`src/rtl/seqdet_pkg.sv`:
```
// seqdet_pkg: shared constants and elaboration-time helpers for seqdet_param.
//   PAT_W_MAX      - largest supported pattern length
//   seqdet_state_w - state register width for a given pattern length
//   seqdet_next    - next state for (state k, input bit b), used to build
//                    the constant transition table in the top level
// The optional match counter is built when SEQDET_COUNT_EN is defined.
package seqdet_pkg;

    localparam int unsigned PAT_W_MAX = 16;

    // States S0..S<pat_w> need pat_w+1 encodings.
    function automatic int unsigned seqdet_state_w(input int unsigned pat_w);
        return $clog2(pat_w + 1);
    endfunction

    // KMP transition: longest suffix of (prefix_k, b) that is a prefix of the
    // pattern. A full-length suffix is only possible when b extends prefix_k.
    // Non-overlapping mode treats the match state as S0.
    function automatic int unsigned seqdet_next(
        input logic [PAT_W_MAX-1:0] pattern,
        input int unsigned          pat_w,
        input bit                   overlap,
        input int unsigned          k,
        input bit                   b
    );
        int unsigned         kk;
        int unsigned         len;
        int unsigned         best;
        bit                  ok;
        logic [PAT_W_MAX:0]  s;
        kk   = (k == pat_w && !overlap) ? 0 : k;
        len  = kk + 1;
        best = 0;
        s    = '0;
        // s[0] is the oldest consumed bit, s[kk] is the incoming bit.
        for (int unsigned i = 0; i <= PAT_W_MAX; i++) begin
            if (i < kk) begin
                s[5'(i)] = pattern[4'(pat_w - 1 - i)];
            end else if (i == kk) begin
                s[5'(i)] = b;
            end
        end
        for (int unsigned j = 1; j <= PAT_W_MAX; j++) begin
            if (j <= len && j <= pat_w) begin
                ok = 1'b1;
                for (int unsigned m = 0; m < PAT_W_MAX; m++) begin
                    if (m < j) begin
                        if (s[5'(len - j + m)] != pattern[4'(pat_w - 1 - m)]) begin
                            ok = 1'b0;
                        end
                    end
                end
                if (ok) begin
                    best = j;
                end
            end
        end
        return best;
    endfunction

endpackage

```
`src/rtl/seqdet_match_counter.sv`:
```
// seqdet_match_counter: saturating match counter with synchronous clear.
//   clk, rstn - clock, synchronous active-low reset
//   clear_i   - load zero; wins over a simultaneous increment
//   inc_i     - count one match
//   count_o   - current count, saturates at all-ones
//   sat_o     - registered all-ones decode of count_o
// Instantiated by seqdet_param only when SEQDET_COUNT_EN is defined.
module seqdet_match_counter
    import seqdet_pkg::*;
#(
    parameter int unsigned CNT_W = 8
) (
    input  logic             clk,
    input  logic             rstn,
    input  logic             clear_i,
    input  logic             inc_i,
    output logic [CNT_W-1:0] count_o,
    output logic             sat_o
);

    localparam logic [CNT_W-1:0] CNT_MAX = '1;

    logic [CNT_W-1:0] count_q;
    logic [CNT_W-1:0] count_d;
    logic             sat_q;

    // Next count: clear first, then saturating increment.
    always_comb begin
        count_d = count_q;
        if (clear_i) begin
            count_d = '0;
        end else if (inc_i && (count_q != CNT_MAX)) begin
            count_d = count_q + CNT_W'(1);
        end
    end

    always_ff @(posedge clk) begin
        if (!rstn) begin
            count_q <= '0;
            sat_q   <= 1'b0;
        end else begin
            count_q <= count_d;
            sat_q   <= (count_d == CNT_MAX);
        end
    end

    assign count_o = count_q;
    assign sat_o   = sat_q;

endmodule

```
`src/rtl/seqdet_param.sv`:
```
// seqdet_param: parametrised Moore serial pattern detector (MSB first).
//   clk, rstn   - clock, synchronous active-low reset
//   din         - serial data, consumed only when din_valid is 1
//   din_valid   - input qualifier; low cycles stall everything
//   clear       - synchronous clear of the match counter only
//   dout_moore  - registered match flag, 1 while in the match state
//   match_count - saturating count of matches (0 without the counter)
//   count_sat   - registered all-ones decode of match_count
// Define SEQDET_COUNT_EN to build the match counter; otherwise the count
// outputs are tied to zero and clear is ignored.
module seqdet_param
    import seqdet_pkg::*;
#(
    parameter int unsigned      PAT_W   = 4,
    parameter logic [PAT_W-1:0] PATTERN = 4'b1011,
    parameter bit               OVERLAP = 1'b1,
    parameter int unsigned      CNT_W   = 8
) (
    input  logic             clk,
    input  logic             rstn,
    input  logic             din,
    input  logic             din_valid,
    input  logic             clear,
    output logic             dout_moore,
    output logic [CNT_W-1:0] match_count,
    output logic             count_sat
);

    localparam int unsigned   SW      = seqdet_state_w(PAT_W);
    localparam int unsigned   NTBL    = 1 << SW;
    localparam logic [SW-1:0] S_MATCH = SW'(PAT_W);

    if (PAT_W < 2 || PAT_W > PAT_W_MAX) begin : g_bad_pat_w
        $error("seqdet_param: PAT_W must be in 2..16");
    end

    logic [SW-1:0] state_q;
    logic [SW-1:0] state_d;
    logic          dout_q;
    logic          illegal_c;
    logic          inc_c;
    logic [SW-1:0] tbl_c [NTBL][2];

    // Constant transition table; unused encodings fall back to S0.
    for (genvar k = 0; k < NTBL; k++) begin : g_state
        for (genvar b = 0; b < 2; b++) begin : g_bit
            if (k <= PAT_W) begin : g_legal
                localparam int unsigned NXT =
                    seqdet_next(PAT_W_MAX'(PATTERN), PAT_W, OVERLAP, k, 1'(b));
                assign tbl_c[k][b] = SW'(NXT);
            end else begin : g_illegal
                assign tbl_c[k][b] = '0;
            end
        end
    end

    if (NTBL - 1 > PAT_W) begin : g_chk_illegal
        assign illegal_c = (state_q > S_MATCH);
    end else begin : g_no_illegal
        assign illegal_c = 1'b0;
    end

    // Illegal encodings recover to S0 even while stalled.
    always_comb begin
        state_d = state_q;
        if (illegal_c) begin
            state_d = '0;
        end else if (din_valid) begin
            state_d = tbl_c[state_q][din];
        end
    end

    assign inc_c = din_valid && (state_d == S_MATCH);

    // State and Moore output register.
    always_ff @(posedge clk) begin
        if (!rstn) begin
            state_q <= '0;
            dout_q  <= 1'b0;
        end else begin
            state_q <= state_d;
            dout_q  <= (state_d == S_MATCH);
        end
    end

    assign dout_moore = dout_q;

`ifdef SEQDET_COUNT_EN
    seqdet_match_counter #(
        .CNT_W (CNT_W)
    ) u_counter (
        .clk     (clk),
        .rstn    (rstn),
        .clear_i (clear),
        .inc_i   (inc_c),
        .count_o (match_count),
        .sat_o   (count_sat)
    );
`else
    logic unused_c;
    assign unused_c    = clear ^ inc_c;
    assign match_count = '0;
    assign count_sat   = 1'b0;
`endif

endmodule
```
`config.mk`:
```
export PLATFORM = sky130hd
export DESIGN_NAME = seqdet_param
export DESIGN_NICKNAME = d
export VERILOG_FILES = /design/src/rtl/seqdet_pkg.sv /design/src/rtl/seqdet_match_counter.sv /design/src/rtl/seqdet_param.sv
export SDC_FILE = /design/constraint.sdc
export NUM_CORES = 1
export LEC_CHECK = 0
export ABC_AREA = 1
export CAP_MARGIN = 40
export CORE_AREA = 2 2 39 41
export DETAILED_ROUTE_END_ITERATION = 16
export DIE_AREA = 0 0 41 43
export PLACE_DENSITY = 0.55
export SKIP_LAST_GASP = 1
export SLEW_MARGIN = 20
export SYNTH_ARGS = -nofsm -noshare
export SYNTH_HDL_FRONTEND = slang
export SYNTH_HIERARCHICAL = 1
export SYNTH_SLANG_ARGS = --single-unit
```
`constraint.sdc`:
```
create_clock -name clk -period 1.1 [get_ports clk]
set_clock_uncertainty 0.2 [all_clocks]
set_input_delay 0.275 -clock clk [delete_from_list [all_inputs] [get_ports clk]]
set_output_delay 0.275 -clock clk [all_outputs]
set_load 0.1 [all_outputs]
```
==> qor.txt <==
Ant diodes: 0
I/O Buffers: 4
Post-synth EDFFs: 0
Worst min path class: flop to flop
Sw Share: 41.93%
Vias in the first global route: 170
Initial Util: 18.54%
Arrival @ worst endpoint: 0.74 ns
Skew-Pair Late Insertion Delay: 0.23 ns
CP endpoint kind: output port
H-tree levels: 1
Area Overhead vs Synth: 24.88%
First-pass GRT wire length: 627 um
Layout cells sized above 1: 22.22%
CTS tree: yes
Final setup viols: 1
XOR/XNOR share of the synthesized area: 0%
Largest cells by area after synthesis: dfxtp_1 (31%), buf_4 (26%), nand2_1 (12%)
Largest net degree at the start of global routing: 7
Logic pwr share: 31.9%
Simple-gate share of the synthesized area: 20.00%
Critical path class: flop to output port
Slew Limit Fails: 0
Worst path max stage delay: 0.34 ns
Seq pwr share: 29.5%
Bufs and invs on worst path: 1
Placed cell count: 57
Routed WL: 389 um
Dpl hpwl: 317.5 um
Fin crit share: 110.3%
Initial DRC count: 0
Setup Buffers After CTS: 0
Unrepaired setup endpoints after global routing: true
Nets: 51
Final min period: 1.213 ns
Grt total ovfl: 0
Worst Setup Start Kind: flop
Peak VDD IR: 0.3035 mV
Clock network fraction of total power: 38.6%
Share of synthesized registers carrying an async set or reset: 0%
Leading area contributor after synthesis: dfxtp_1
Seq/Total Area, Yosys: 31.22%
Clk pin slew, worst setup/hold paths: 0.04 ns
Top cell type's share of synthesized area: 31.22%
Std-Cell Rows: 14
Synth cell count leaders: buf_4 (9), nand2_1 (8), dfxtp_1 (4), nor2_1 (4)
Total GRT Usage: 6.219%
Crit-path max FO: 1
Failing checks: negative setup slack
Post-synthesis mux area share: 0%
Cell area power density: 1605 nW/um^2
Synth Area in Adders: 0%
Non-Filler Instances: 61
Total core area: 1384 sq um
Number of register bits inferred by synthesis: 4
Post-DP Area: 292.8 sq um
Switch Pwr: 215.5 uW
Synthesized area per cell: 6.750 sq um
Total iterations of the first detailed-routing run: 1
Worst endpoint required time: 0.62 ns
Die width: 41 um
Detailed-route DRC error count: 0
DR WL/cell: 6.377 um
DRT antenna net count: 0
Internal: 298.5 uW
CTS max path bufs: 2
Total CTS buffers: 3
Main flop type after synthesis: dfxtp_1
Peak Freq: 824.1 MHz
Die area: 1763 sq um
Clock root buffer: clkbuf_4
Ys Warns: 6
Crit path cell chain: buf_12
Crit-path slowest cell: dfxtp_4
Boundary pin count: 15
Final Hold Viols: 0
Count leader, synth: buf_4
Initial antenna violation count: 0
Maximum capacitance violations: 0
Syn Std Cell Area: 256.5 sq um
Via density: 3.410
Post-synthesis cell count: 38
Die height: 43 um
Clock Sinks: 4
Largest family of logic cells by synthesized area: buffers and inverters
P_leak: 0.0001493 uW
Count of cell types in the netlist: 12
Placer Congestion: 0.5930
Status: finished, violations left
DR vias: 208
Worst Slack Setup Final: -0.1134 ns
Finished Cell Area: 320.3 sq um
Compound-Gate Fraction of Synth Area: 15.12%
Cell family with most CP delay: flip-flops
-- path summary, 6_finish.rpt --
kind                                    to  slack, ns  startpoint  cells past startpoint
worst min register to register  dout_moore       0.33  state_q[2]                      2
worst max register to register  dout_moore       0.12  state_q[1]                      4
worst max-delay path            dout_moore      -0.11  dout_moore                      1
worst min-delay path            dout_moore       0.33  state_q[2]                      2
-- flip-flops by register name, summed over array words and instances (netlist names) --
register,count
state_q,3
dout_moore,1
-- metrics by stage --
stage	utilization, %	hold WS (ns)	setup TNS [ns]	worst slack (ns)	power [uW]
global placement	21.16	0.3278	-1.460	-0.3930	319.2
finish	23.15	0.3273	-0.1134	-0.1134	514.0
floorplan	-	0.2299	0	0.1212	326.8
detailed placement	21.16	0.3259	-1.444	-0.3923	319.1
global route	23.15	0.3536	-0.1358	-0.1358	547.0
CTS	22.88	0.3315	-0.1255	-0.1255	524.9
-- cells in the final DEF (no fill, tap or decap), drive strengths merged --
cell type,n
nand2,8
o21ai,3
clkdlybuf4s50,1
a21oi,4
clkbuf,4
dlygate4sd2,2
dfxtp,4
nor2,5
inv,4
conb,9
buf,1
-- routing by layer --
metal | vias to the layer above | part of all wire [%] | global-route usage (%)
met1 | 89 | 37 | 5.769
met5 | - | 0 | 0
met2 | 5 | 52 | 7.187
li1 | 112 | - | -
met4 | 0 | 1.0 | 10.00
met3 | 2 | 9.8 | 3.141
-- layout make-up --
type / count / area (sq um)
fill: 168 / 1064
multi-input combinational: 29 / 126.4
sequential: 4 / 85.08
timing repair buffer: 4 / 47.55
clock buffer: 4 / 26.28
tap: 16 / 20.02
inverter: 4 / 15.01
-- power groups by stage --
stage / logic, uW / clock network, uW / registers, uW
finish: 164 / 198 / 152
global route: 171 / 224 / 152
CTS: 163 / 211 / 151
detailed placement: 166 / 0 / 153
global placement: 166 / 0 / 153
floorplan: 174 / 0 / 153
-- repair_timing --
| item | 4_1_cts | 5_1_grt |
|---|---|---|
| hold buffers | 0 | 0 |
| endpoints found under the setup margin | 5 | 5 |
| pin swaps | 0 | 1 |
| gates resized for setup | 2 | 3 |
-- cells by family (layout without fill, tap and decap cells) --
group / after synthesis / after routing
flops: 4 / 4
other cells: 1 / 9
simple gates: 13 / 13
compound gates: 7 / 7
buf+inv: 13 / 12
No activity file was read; power rests on OpenSTA's default activity.
